**src/rtl/fx2_bus_arbiter_if.sv**
```systemverilog
// fx2_bus_arbiter_if: bundles the FX2 slave-FIFO pins and the user-side rx/tx streams.
// Ports (master = arbiter side):
//   fx2_flaga/b      EP2/EP4 empty flags (active low), fx2_flagc/d EP6/EP8 full flags (active low)
//   fx2_slrd/slwr/sloe/pktend  FX2 strobes (active low), fx2_fifoaddr endpoint select
//   fx2_fd_in/fx2_fd_out/fx2_fd_oe  FX2 data bus split into in/out/enable
//   rx_data/rx_valid/rx_ep/rx_ready  OUT-endpoint data stream towards the user logic
//   tx_data0/tx_data1/tx_valid/tx_last/tx_ready  IN-endpoint streams (bit0 EP6, bit1 EP8)
//   busy/grant       arbiter status
interface fx2_bus_arbiter_if;
    logic        fx2_flaga;
    logic        fx2_flagb;
    logic        fx2_flagc;
    logic        fx2_flagd;
    logic        fx2_slrd;
    logic        fx2_slwr;
    logic        fx2_sloe;
    logic        fx2_pktend;
    logic [1:0]  fx2_fifoaddr;
    logic [15:0] fx2_fd_in;
    logic [15:0] fx2_fd_out;
    logic        fx2_fd_oe;
    logic [15:0] rx_data;
    logic        rx_valid;
    logic        rx_ep;
    logic        rx_ready;
    logic [15:0] tx_data0;
    logic [15:0] tx_data1;
    logic [1:0]  tx_valid;
    logic [1:0]  tx_last;
    logic [1:0]  tx_ready;
    logic        busy;
    logic [1:0]  grant;

    modport master (
        input  fx2_flaga, fx2_flagb, fx2_flagc, fx2_flagd, fx2_fd_in,
        input  rx_ready, tx_data0, tx_data1, tx_valid, tx_last,
        output fx2_slrd, fx2_slwr, fx2_sloe, fx2_pktend, fx2_fifoaddr,
        output fx2_fd_out, fx2_fd_oe, rx_data, rx_valid, rx_ep, tx_ready, busy, grant
    );

    modport slave (
        output fx2_flaga, fx2_flagb, fx2_flagc, fx2_flagd, fx2_fd_in,
        output rx_ready, tx_data0, tx_data1, tx_valid, tx_last,
        input  fx2_slrd, fx2_slwr, fx2_sloe, fx2_pktend, fx2_fifoaddr,
        input  fx2_fd_out, fx2_fd_oe, rx_data, rx_valid, rx_ep, tx_ready, busy, grant
    );
endinterface

```
**src/rtl/fx2_bus_arbiter.sv**
```systemverilog
// fx2_bus_arbiter: round-robin arbiter moving bursts between four FX2 endpoints and user streams.
// Ports:
//   clk      FX2 interface clock, all logic on rising edge
//   reset_n  asynchronous active-low reset
//   bus      fx2_bus_arbiter_if.master: FX2 pins, rx stream (EP2/EP4), tx streams (EP6/EP8), busy/grant
// Parameter BURST_MAX: maximum words moved per grant (1..255).
module fx2_bus_arbiter #(
    parameter int BURST_MAX = 16
) (
    input logic               clk,
    input logic               reset_n,
    fx2_bus_arbiter_if.master bus
);
    typedef enum logic [2:0] {IDLE, ADDR, RD_OE, RD, WR, PKTEND, TURN} state_t;

    state_t      state_q, state_d;
    logic [1:0]  grant_q, grant_d, pick;
    logic [7:0]  count_q, count_d;
    logic [15:0] rx_data_q, rx_data_d;
    logic        rx_valid_q, rx_valid_d, rx_ep_q, rx_ep_d;
    logic [3:0]  elig;
    logic        found, sel_flag, rd_ok, wr_ok, tx_i, cnt_hit;

    assign elig = {bus.fx2_flagd & bus.tx_valid[1], bus.fx2_flagc & bus.tx_valid[0],
                   bus.fx2_flagb & bus.rx_ready,    bus.fx2_flaga & bus.rx_ready};
    assign tx_i = grant_q[0];
    assign sel_flag = grant_q[1] ? (grant_q[0] ? bus.fx2_flagd : bus.fx2_flagc)
                                 : (grant_q[0] ? bus.fx2_flagb : bus.fx2_flaga);
    assign rd_ok = (state_q == RD) && sel_flag && bus.rx_ready;
    assign wr_ok = (state_q == WR) && sel_flag && bus.tx_valid[tx_i];
    // Compare the post-increment count so the limiting strobe itself ends the burst.
    assign cnt_hit = (count_q + 8'd1) == 8'(BURST_MAX);

    // Search starts one past the last grant; the 2-bit sum wraps EP8 back to EP2,
    // and the 4th step revisits the last grant when it is the only one eligible.
    always_comb begin
        pick  = grant_q;
        found = 1'b0;
        for (int i = 1; i <= 4; i++) begin
            if (!found && elig[grant_q + 2'(i)]) begin
                pick  = grant_q + 2'(i);
                found = 1'b1;
            end
        end
    end

    always_comb begin
        state_d    = state_q;
        grant_d    = grant_q;
        count_d    = count_q;
        rx_valid_d = rd_ok;
        rx_data_d  = rd_ok ? bus.fx2_fd_in : rx_data_q;
        rx_ep_d    = rd_ok ? grant_q[0] : rx_ep_q;
        case (state_q)
            IDLE: if (found) begin
                state_d = ADDR;
                grant_d = pick;
                count_d = 8'd0;
            end
            ADDR:   state_d = grant_q[1] ? WR : RD_OE;
            RD_OE:  state_d = RD;
            RD: begin
                count_d = rd_ok ? count_q + 8'd1 : count_q;
                state_d = (!rd_ok || cnt_hit) ? TURN : RD;
            end
            WR: begin
                count_d = wr_ok ? count_q + 8'd1 : count_q;
                // tx_last wins over the count limit so the packet is always committed.
                state_d = (wr_ok && bus.tx_last[tx_i]) ? PKTEND : (!wr_ok || cnt_hit) ? TURN : WR;
            end
            PKTEND: state_d = TURN;
            TURN:   state_d = IDLE;
            default: state_d = IDLE;
        endcase
    end

    always_ff @(posedge clk or negedge reset_n) begin
        if (!reset_n) begin
            state_q    <= IDLE;
            grant_q    <= 2'b11;
            count_q    <= 8'd0;
            rx_data_q  <= 16'd0;
            rx_valid_q <= 1'b0;
            rx_ep_q    <= 1'b0;
        end else begin
            state_q    <= state_d;
            grant_q    <= grant_d;
            count_q    <= count_d;
            rx_data_q  <= rx_data_d;
            rx_valid_q <= rx_valid_d;
            rx_ep_q    <= rx_ep_d;
        end
    end

    // Output enable is tied to the write strobe, which only exists in WR, so it can
    // never overlap the sloe-low window of RD_OE/RD.
    assign bus.fx2_slrd     = !rd_ok;
    assign bus.fx2_slwr     = !wr_ok;
    assign bus.fx2_sloe     = !(state_q == RD_OE || state_q == RD);
    assign bus.fx2_pktend   = state_q != PKTEND;
    assign bus.fx2_fd_oe    = wr_ok;
    assign bus.fx2_fd_out   = wr_ok ? (tx_i ? bus.tx_data1 : bus.tx_data0) : 16'd0;
    assign bus.fx2_fifoaddr = (state_q == IDLE) ? 2'b00 : grant_q;
    assign bus.tx_ready     = wr_ok ? (tx_i ? 2'b10 : 2'b01) : 2'b00;
    assign bus.rx_data      = rx_data_q;
    assign bus.rx_valid     = rx_valid_q;
    assign bus.rx_ep        = rx_ep_q;
    assign bus.busy         = state_q != IDLE;
    assign bus.grant        = grant_q;
endmodule

```
**src/flat_wrapper.sv**
```systemverilog
// flat-port wrapper written by rule: the top's interface ports become plain ports
module fx2_bus_arbiter_flat 
#(
    parameter int BURST_MAX = 16
)
  (clk, reset_n, bus_fx2_flaga, bus_fx2_flagb, bus_fx2_flagc, bus_fx2_flagd, bus_fx2_fd_in, bus_rx_ready, bus_tx_data0, bus_tx_data1, bus_tx_valid, bus_tx_last, bus_fx2_slrd, bus_fx2_slwr, bus_fx2_sloe, bus_fx2_pktend, bus_fx2_fifoaddr, bus_fx2_fd_out, bus_fx2_fd_oe, bus_rx_data, bus_rx_valid, bus_rx_ep, bus_tx_ready, bus_busy, bus_grant);
  fx2_bus_arbiter_if bus_i ();
  input logic clk;
  input logic reset_n;
  input wire logic [$bits(bus_i.fx2_flaga)-1:0] bus_fx2_flaga;
  input wire logic [$bits(bus_i.fx2_flagb)-1:0] bus_fx2_flagb;
  input wire logic [$bits(bus_i.fx2_flagc)-1:0] bus_fx2_flagc;
  input wire logic [$bits(bus_i.fx2_flagd)-1:0] bus_fx2_flagd;
  input wire logic [$bits(bus_i.fx2_fd_in)-1:0] bus_fx2_fd_in;
  input wire logic [$bits(bus_i.rx_ready)-1:0] bus_rx_ready;
  input wire logic [$bits(bus_i.tx_data0)-1:0] bus_tx_data0;
  input wire logic [$bits(bus_i.tx_data1)-1:0] bus_tx_data1;
  input wire logic [$bits(bus_i.tx_valid)-1:0] bus_tx_valid;
  input wire logic [$bits(bus_i.tx_last)-1:0] bus_tx_last;
  output wire logic [$bits(bus_i.fx2_slrd)-1:0] bus_fx2_slrd;
  output wire logic [$bits(bus_i.fx2_slwr)-1:0] bus_fx2_slwr;
  output wire logic [$bits(bus_i.fx2_sloe)-1:0] bus_fx2_sloe;
  output wire logic [$bits(bus_i.fx2_pktend)-1:0] bus_fx2_pktend;
  output wire logic [$bits(bus_i.fx2_fifoaddr)-1:0] bus_fx2_fifoaddr;
  output wire logic [$bits(bus_i.fx2_fd_out)-1:0] bus_fx2_fd_out;
  output wire logic [$bits(bus_i.fx2_fd_oe)-1:0] bus_fx2_fd_oe;
  output wire logic [$bits(bus_i.rx_data)-1:0] bus_rx_data;
  output wire logic [$bits(bus_i.rx_valid)-1:0] bus_rx_valid;
  output wire logic [$bits(bus_i.rx_ep)-1:0] bus_rx_ep;
  output wire logic [$bits(bus_i.tx_ready)-1:0] bus_tx_ready;
  output wire logic [$bits(bus_i.busy)-1:0] bus_busy;
  output wire logic [$bits(bus_i.grant)-1:0] bus_grant;
  assign bus_i.fx2_flaga = bus_fx2_flaga;
  assign bus_i.fx2_flagb = bus_fx2_flagb;
  assign bus_i.fx2_flagc = bus_fx2_flagc;
  assign bus_i.fx2_flagd = bus_fx2_flagd;
  assign bus_i.fx2_fd_in = bus_fx2_fd_in;
  assign bus_i.rx_ready = bus_rx_ready;
  assign bus_i.tx_data0 = bus_tx_data0;
  assign bus_i.tx_data1 = bus_tx_data1;
  assign bus_i.tx_valid = bus_tx_valid;
  assign bus_i.tx_last = bus_tx_last;
  assign bus_fx2_slrd = bus_i.fx2_slrd;
  assign bus_fx2_slwr = bus_i.fx2_slwr;
  assign bus_fx2_sloe = bus_i.fx2_sloe;
  assign bus_fx2_pktend = bus_i.fx2_pktend;
  assign bus_fx2_fifoaddr = bus_i.fx2_fifoaddr;
  assign bus_fx2_fd_out = bus_i.fx2_fd_out;
  assign bus_fx2_fd_oe = bus_i.fx2_fd_oe;
  assign bus_rx_data = bus_i.rx_data;
  assign bus_rx_valid = bus_i.rx_valid;
  assign bus_rx_ep = bus_i.rx_ep;
  assign bus_tx_ready = bus_i.tx_ready;
  assign bus_busy = bus_i.busy;
  assign bus_grant = bus_i.grant;
  fx2_bus_arbiter #(.BURST_MAX(BURST_MAX)) u_core (.clk(clk), .reset_n(reset_n), .bus(bus_i));
endmodule
```
**config.mk**
```make
export PLATFORM = sky130hd
export DESIGN_NAME = fx2_bus_arbiter_flat
export DESIGN_NICKNAME = d
export VERILOG_FILES = /design/src/rtl/fx2_bus_arbiter_if.sv /design/src/rtl/fx2_bus_arbiter.sv /design/src/flat_wrapper.sv
export SDC_FILE = /design/constraint.sdc
export NUM_CORES = 1
export LEC_CHECK = 0
export CAP_MARGIN = 0
export CORE_MARGIN = 2
export CORE_UTILIZATION = 39
export DETAILED_ROUTE_END_ITERATION = 8
export PLACE_DENSITY = 0.8
export SLEW_MARGIN = 0
export SYNTH_ARGS = -nofsm -noshare
export SYNTH_HDL_FRONTEND = slang
export SYNTH_SLANG_ARGS = --single-unit
```
**constraint.sdc**
```tcl
create_clock -name clk -period 2.16 [get_ports clk]
set_input_delay 0.432 -clock clk [delete_from_list [all_inputs] [get_ports clk]]
set_output_delay 0.432 -clock clk [all_outputs]
set_load 0.02 [all_outputs]
```
## Yosys cells after proc, flatten, opt, wreduce, memory -nomap -nowiden

Index checks and enable logic that the tools add are counted.

- $add $sub $neg: 4
- Order comparisons: 5
- Equality and inequality tests: 10
- Mux-type cells: 37
- Bitwise logic cells: 5
- Reductions and logical operators: 23

Operator list:

| cell | number |
|---|---|
| 2-to-1 mux 16 bit | 2 |
| 2-to-1 mux 8 bit | 3 |
| one-hot mux 8 bit (3 select lines) | 1 |
| one-hot mux 3 bit (6 select lines) | 1 |
| 2-to-1 mux 1 bit | 15 |
| 2-to-1 mux 2 bit | 7 |
| < comparator 2 x 3 -> 1 bit, second input constant | 4 |
| 2-to-1 mux 3 bit | 4 |
| nonzero test 3 bit | 3 |
| adder 8 x 1 -> 8 bit, second input constant | 1 |
| binary-select mux 1 bit (select 2 bit) | 4 |
| equality test 8 x 5 -> 1 bit, second input constant | 1 |
| logical AND 1 bit | 8 |
| AND reduction 4 bit | 2 |
| equality test 3 x 2 -> 1 bit, second input constant | 2 |
| equality test 3 bit, second input constant | 2 |
| zero test 1 bit | 6 |
| inequality test 2 x 1 -> 1 bit, second input constant | 3 |
| adder 2 bit, second input constant | 2 |
| bitwise AND 1 bit | 4 |
| equality test 3 x 1 -> 1 bit, second input constant | 1 |
| zero test 3 bit | 1 |
| logical OR 1 bit | 3 |
| inequality test 3 bit, second input constant | 1 |
| other kinds (3) | 3 |

- Bits in registers: 31
- Output and inout port bits: 46
- Logic and storage cells: 90

## Logic depth before layout (Yosys ltp)

Gate-level depths: netlist (run 1).

- Depth in word-level cells: 15
- Depth in mapped cells: 6

## Worst setup path before layout (run 1)

No wires, ideal clock.

- Path kind: flip-flop to output port
- From: register u_core.grant_q[0], in the netlist u_core.bus.grant[0]
- To: output port bus_fx2_fd_out[10]
- Data arrival time: 1.792 ns
- Data required time: 1.728 ns
- Slack: -0.064 ns
- Stages on the path, launching flop included: 6
- Buffers on the path: 1
- Path through: dfstp_2 mux4_2 nand2_1 nor2_2 buf_2 a22o_1

- Longest elaborated chain between the ends: 5

Ends and longest elaborated chain:

| item | RTL line | text |
|---|---|---|
| from (decl) | fx2_bus_arbiter.sv:17 | `logic [1:0] grant_q, grant_d, pick;` |
| from (signal assigned) | fx2_bus_arbiter.sv:87 | `grant_q <= grant_d;` |
| 2-to-1 mux 1 bit, on equally long branches | fx2_bus_arbiter.sv:28, fx2_bus_arbiter.sv:27 |  |
| 2-to-1 mux 1 bit | fx2_bus_arbiter.sv:27 | `assign sel_flag = grant_q[1] ? (grant_q[0] ? bus.fx2_flagd : bus.fx2_flagc)` |
| logical AND 1 bit (2 in a row) | fx2_bus_arbiter.sv:30 | `assign wr_ok = (state_q == WR) && sel_flag && bus.tx_valid[tx_i];` |
| 2-to-1 mux 16 bit * | fx2_bus_arbiter.sv:102 | `assign bus.fx2_fd_out = wr_ok ? (tx_i ? bus.tx_data1 : bus.tx_data0) : 16'd0;` |
| to (decl) | flat_wrapper.sv:25 | `output wire logic [$bits(bus_i.fx2_fd_out)-1:0] bus_fx2_fd_out;` |

Every way passes the cells marked *; elsewhere a longest branch is shown, timed or not. The select of a mux whose other input is x is not followed.

## Worst setup path after layout (run 1)

- From: input port bus_fx2_flaga
- To: output port bus_fx2_fd_out[10]

- Longest elaborated chain between the ends: 5

Ends and longest elaborated chain:

| item | RTL line | text |
|---|---|---|
| from (decl) | flat_wrapper.sv:10 | `input wire logic [$bits(bus_i.fx2_flaga)-1:0] bus_fx2_flaga;` |
| 2-to-1 mux 1 bit | fx2_bus_arbiter.sv:28 | `: (grant_q[0] ? bus.fx2_flagb : bus.fx2_flaga);` |
| 2-to-1 mux 1 bit | fx2_bus_arbiter.sv:27 |  |
| logical AND 1 bit (2 in a row) | fx2_bus_arbiter.sv:30 |  |
| 2-to-1 mux 16 bit | fx2_bus_arbiter.sv:102 |  |

No other way between the ends.

==> impl_results.md, run 1 <==
* Worst slew pin tran at ~0.40 ns
* Starting DRT DRC Count at 90
* Leakage Power at between 1.5 and 2 nW
* Synthesis Warnings at 0
* Post-synth EDFFs at 0
* Root Driver: clkbuf_8
* Ant. Diodes at 0
* Via count of the first global-routing pass at roughly 2000
* Core ar. at 4690 um2
* Critical path arrival at 2.15 ns
* Maximum VDD drop at between 900 and 1000 uV
* Max-slew headroom at 0.733
* WS Path Type: input port to output port
* CP endpoint kind: output port
* Worst Hold Class: register to register
* Layout Utilization at 0.761
* Final wirelength at 6.50 mm
* # rows at 25
* Setup TNS Final at -8.19 ns
* Crit-path max FO at 11
* Max Fclk at slightly below 400 MHz
* Commonest non-fill, non-tap cells in the layout: clkdlybuf4s50_1 (79), dfrtp_1 (29), buf_6 (27), buf_4 (21), mux2_4 (14)
* Most used DFF post-synth: dfrtp_1
* Tot GR Track Use at 0.221
* Sequential area share after synthesis at 0.413
* Async S/R FF share, synth at 1.00
* Initial antenna violation count at 0
* Worst setup SP type: input port
* Die width at 73.5 um
* Dpl cell area at ~3200 um2
* Post-route ant nets at 0
* Outcome: finished, violations left
* Via count at 2041
* First-pass GRT wire length at 9.09 mm
* Final hold viol count at 0
* Worst-path clk slew at 0.07 ns
* Slew Limit Fails at 0
* Data required time of the critical path at around 1.7 ns
* Worst slack at placement at -1.05 ns
* Die ar. at ~5400 um2
* Most common cell after layout, fill and taps aside: clkdlybuf4s50_1
* Synth-to-Final Area Change at 89.5%
* Die height at around 74 um
* Netlist cell types at 54
* Gr ovfl total at 0
* Pwr per Cell Area at approximately 1100 nW/um2
* Period minus WS final at between 2 and 3 ns
* Port Buffer Count at 104
* Clock net sink count at 31
* Final hold slack at between 0.4 and 0.5 ns
* Bufs on Longest Clock Path at 2
* Clk_lat worst skew at approximately 0.29 ns
* Final period utilization at 1.20
* Post-synthesis cell area at about 1900 um2
* NumNets Final at ~370
* Num CTS Buffers at 5
* Max-Cap Viols at 0
* Setup WS post-layout at -0.422 ns
* Drt drc at 0
* Clock skew at approximately 0.0055 ns
* RSZ-0062 raised after global routing: yes
* Drt first pass iters at 4
* Routability-driven placement congestion ratio at 0.880
* Failing checks: setup timing
* Post-route cell area at roughly 3600 um2
* CTS tree: yes
* Num ports at about 110
* Setup violators final at 33
* Vias/cell at between 5 and 6
* Avg Inst Size Synth at 10.5 um2
* CTS H-tree depth at 2
* Initial Util at 0.402
* Avg WL per Cell at ~18 um
* #FFs+latches synth at 31
* Syn Nets at between 200 and 250
* Largest net degree at the start of global routing at 32
* Post-detail-place hpwl at 4.45 mm
* Layout cells sized above 1 at 0.325
* Cells after synthesis at 180
==> cells by family (layout without fill, tap and decap cells) <==
group,Yosys count,after routing,share of synthesized area
simple gates,54,54,0.177
flops,31,31,0.413
fa+ha+maj,1,1,0.00664
mux,21,21,0.130
buf+inv,17,151,0.0458
compound gates,56,56,0.227
==> cell usage after synthesis, drive strengths merged (5+ instances only) <==
| library cell | instances | area share |
|---|---|---|
| dfrtp | 29 | 0.39 |
| mux2 | 18 | 0.11 |
| a22o | 17 | 0.079 |
| nand2 | 15 | 0.030 |
| buf | 9 | 0.030 |
| a31oi | 7 | 0.023 |
| nor2 | 7 | 0.017 |
| nand3 | 6 | 0.016 |
| o21ai | 6 | 0.016 |
| inv | 5 | 0.010 |
| nor3 | 5 | 0.022 |
| o211ai | 5 | 0.020 |
==> final timing paths <==
check	from	to	slack [ns]	depth (start not counted)
worst max-delay path	bus_fx2_flaga	bus_fx2_fd_out[10]	-0.42	8
worst min-delay path	u_core.count_q[7]	u_core.count_q[7]	0.49	1
worst max register to register	u_core.bus.grant[0]	u_core.bus.rx_data[7]	-0.04	7
worst min register to register	u_core.count_q[7]	u_core.count_q[7]	0.49	1
max in group asynchronous	reset_n	u_core.bus.grant[0]	1.30	2
min in group asynchronous	reset_n	u_core.count_q[2]	0.53	2
==> power breakdown <==
| part | total [W] | switching (W) | internal, W |
|---|---|---|---|
| logic | 0.00241 | 0.00118 | 0.00123 |
| clock network | 0.000453 | 0.000228 | 0.000225 |
| registers | 0.000959 | 0.000143 | 0.000816 |
| total | 0.00382 | 0.00155 | 0.00227 |
==> routing by layer <==
layer | track usage | wire (um) | vias to the layer above
li1 | - | - | 961
met1 | 0.243 | 2460 | 975
met2 | 0.406 | 3390 | 91
met3 | 0.0576 | 504 | 14
met4 | 0.0768 | 140 | 0
met5 | 0 | 0 | -
==> per-stage QoR <==
step	std cells	power, W
final	368	0.00382
after global routing	368	0.00403
after CTS	363	0.00356
after detailed placement	349	0.00305
after global placement	349	0.00300
after floorplan	180	0.00211
==> critical path: stages <==
cell             delay, ns
clkdlybuf4s50_1       0.44
mux4_2                0.52
nand2_4               0.10
buf_6                 0.10
nor3b_4               0.04
buf_12                0.14
a22o_4                0.25
buf_6                 0.13
==> sequential cells by signal, summed over array words and instances, names as in the netlist <==
register	cells
u_core.bus.rx_valid	1
u_core.count_q	8
u_core.state_q	3
u_core.bus.rx_data	16
u_core.bus.rx_ep	1
u_core.bus.grant	2
==> layout make-up <==
class / count / area [um2]
well taps: 54 / 67.6
repair buffers: 137 / 1410
clock inverters: 2 / 12.5
clock buffers: 6 / 72.6
multi-input cells: 132 / 1210
flip-flops and latches: 31 / 778
fillers: 303 / 1120
inverters: 6 / 25.0
==> timing repair <==
item,in CTS,in global routing
hold buffers,0,0
gates resized for setup,121,39
cloned,0,3
setup buffers,8,2
pin swaps,1,7
setup endpoints to repair,24,35
No activity file was read; power rests on OpenSTA's default activity.
==> run 2, diff against run 1 <==
Settings changed: CORE_UTILIZATION 39 to 35, PLACE_DENSITY 0.8 to 0.73, TNS_END_PERCENT set to 50.
==> run 2 against run 1 <==
  * The run still ends with setup timing left
  * Maximum frequency rose by 2.1%
  * Utilization fell by 11 points
  * Via count fell by 2.6%
  * Register-to-register slack improved by 0.09 ns
  * Non-clock buffer count fell by 12
  * Largest power group unchanged
  * Count of clock-buffer cells in the layout rose by 1
==> impl_results.md, run 2 (synthesis results as in run 1) <==
* Routability-driven placement congestion ratio at 0.837
* Post-Layout Cell Count at between 300 and 400
* Gr ovfl total at 0
* Slew Limit Fails at 0
* # rows at 26
* Num CTS Buffers at 5
* Setup WS post-layout at -0.369 ns
* Delay of the slowest critical-path stage at about 0.56 ns
* Largest register FFs at 16
* Pwr per Cell Area at approximately 1100 nW/um2
* Layout fillers at between 400 and 500
* CTS H-tree depth at 2
* WS Path Type: register to output port
* Starting DRT DRC Count at ~150
* Clk_lat worst skew at about 0.29 ns
* Storage cell area at about 780 um2
* Die width at a little under 80 um
* Hold path startpoint: u_core.bus.rx_data[9]
* Failing checks: setup timing
* Post-detail-place hpwl at 4.61 mm
* Pwr Total at roughly 0.0036 W
* Area occupied by multi-input gates at approximately 1100 um2
* Post-route ant nets at 0
* Worst Hold Class: register to register
* Slowest CP cell: dfstp_2
* Via count at between 1500 and 2000
* CP cell instances: mux4_2 -> nand2_4 -> nor3b_4 -> buf_12 -> a22o_4 -> buf_2
* Layout Utilization at 0.649
* Bufs on Longest Clock Path at 2
* Setup violators final at 21
* Clock skew at about 0.0090 ns
* R2R Path End: u_core.bus.rx_data[14]
* Data required time of the critical path at between 1.5 and 2 ns
* Port Buffer Count at around 100
* Hold Path Sink: u_core.bus.rx_data[9]
* Largest net degree at the start of global routing at 32
* Die ar. at around 6000 um2
* Worst slew pin tran at between 0.4 and 0.5 ns
* Critical path arrival at roughly 2.1 ns
* Num ports at 105
* Crit-path max FO at 17
* Outcome: finished, violations left
* Die height at between 70 and 80 um
* Most common cell after layout, fill and taps aside: clkdlybuf4s50_1
* Drt drc at 0
* CTS tree: yes
* Setup slack, reg-to-reg at roughly 0.05 ns
* CP endpoint kind: output port
* Drt first pass iters at 4
* NumNets Final at approximately 360
* RSZ-0062 raised after global routing: yes
* Layout cells sized above 1 at 0.252
* Core ar. at around 5100 um2
* Maximum VDD drop at 703 uV
* Tot GR Track Use at 0.206
* Period minus WS final at approximately 2.5 ns
* Max-Cap Viols at 0
* First-pass GRT wire length at roughly 9.7 mm
* Vias/cell at about 5.3
* Max Fclk at 395 MHz
* Reg2Reg Launch Point: u_core.bus.grant[0]
* Leakage Power at about 1.5 nW
* Hold path cells at 1
* Reg2reg path depth at 6
* Final hold viol count at 0
* Worst-path clk slew at about 0.070 ns
* Via count of the first global-routing pass at 1911
* Synth-to-Final Area Change at 77.1%
* Commonest non-fill, non-tap cells in the layout: clkdlybuf4s50_1 (77), dfrtp_1 (29), buf_4 (17), mux2_1 (15)
* Initial Util at 0.367
* Final wirelength at around 6 mm
* Ant. Diodes at 0
* Root Driver: clkbuf_8
* Number of hold buffers added after cts at 0
* Final period utilization at 1.17
* Max-slew headroom at 0.729
* Initial antenna violation count at 0
* Placed cell count at ~360
* Avg WL per Cell at about 16 um
* Worst setup SP type: register
* Clock net sink count at 31
* Setup TNS Final at -6.57 ns
## run 2: changes by cell type in the layout (fill, tap and decap cells not counted), moves of 2 or more
cell and delta:
nor2_4 -2, mux2_1 +13, buf_2 +7, nor2_2 +2, clkbuf_16 -2, dlygate4sd2_1 +2
mux2_4 -13, buf_4 -4, buf_6 -14, clkdlybuf4s50_1 -2
## run 2: per-stage QoR
step	setup WS [ns]	area, um2	hold slack (ns)
global placement	-0.746	3210	0.472
global route	-0.411	3340	0.502
finish	-0.369	3340	0.490
CTS	-0.376	3260	0.493
floorplan	-0.00531	1970	0.136
detailed placement	-0.775	3210	0.480
## run 2: where the power goes
group          internal (W)  total [W]  leakage, nW  switching, W
sequential         0.000816   0.000950        0.389      0.000134
combinational       0.00103    0.00213         1.04       0.00110
clock              0.000257   0.000479       0.0482      0.000222
## run 2: worst max-delay path: cells and delay by family (launching register included)
family                 cells  cell delay [ns]
flip-flops                 1             0.56
multiplexers               1             0.55
buffers and inverters      2             0.30
AO/OA/AOI/OAI              1             0.24
AND/OR/NAND/NOR            2             0.15
## run 2: what timing repair did
item,4_1_cts,5_1_grt
gates cloned,0,0
setup buffers,1,1
pin swaps,3,2
gates resized for setup,105,20
setup endpoints to repair,23,42
## run 2: how the worst max path moves through the flow
| stage | start | end | slack, ns | depth (start not counted) |
|---|---|---|---|---|
| 6_report | u_core.bus.grant[0] | bus_fx2_fd_out[8] | -0.37 | 6 |
| 5_1_grt | u_core.bus.grant[0] | bus_fx2_fd_out[8] | -0.41 | 6 |
| 4_1_cts | u_core.bus.grant[0] | bus_fx2_fd_out[8] | -0.38 | 6 |
| 3_3_place_gp | bus_fx2_flagc | bus_fx2_fd_out[6] | -0.75 | 7 |
| 2_1_floorplan | u_core.bus.grant[0] | bus_fx2_fd_out[10] | -0.005 | 5 |
| 3_5_place_dp | bus_fx2_flagd | bus_fx2_fd_out[6] | -0.78 | 7 |
## run 2: metal layers
layer	wire length, um	global-route usage	vias up
met1	2400	0.248	925
met3	541	0.0616	8
met5	0	0	-
met2	2990	0.363	118
li1	-	-	937
met4	61	0.0482	0
## run 2: final cells by class
| type | instances | share of cell area |
|---|---|---|
| repair buffers | 125 | 0.366 |
| multi-input cells | 132 | 0.340 |
| clock inverters | 1 | 0.00150 |
| clock buffers | 7 | 0.0259 |
| inverters | 6 | 0.00712 |
| flip-flops and latches | 31 | 0.233 |
| well taps | 70 | 0.0262 |
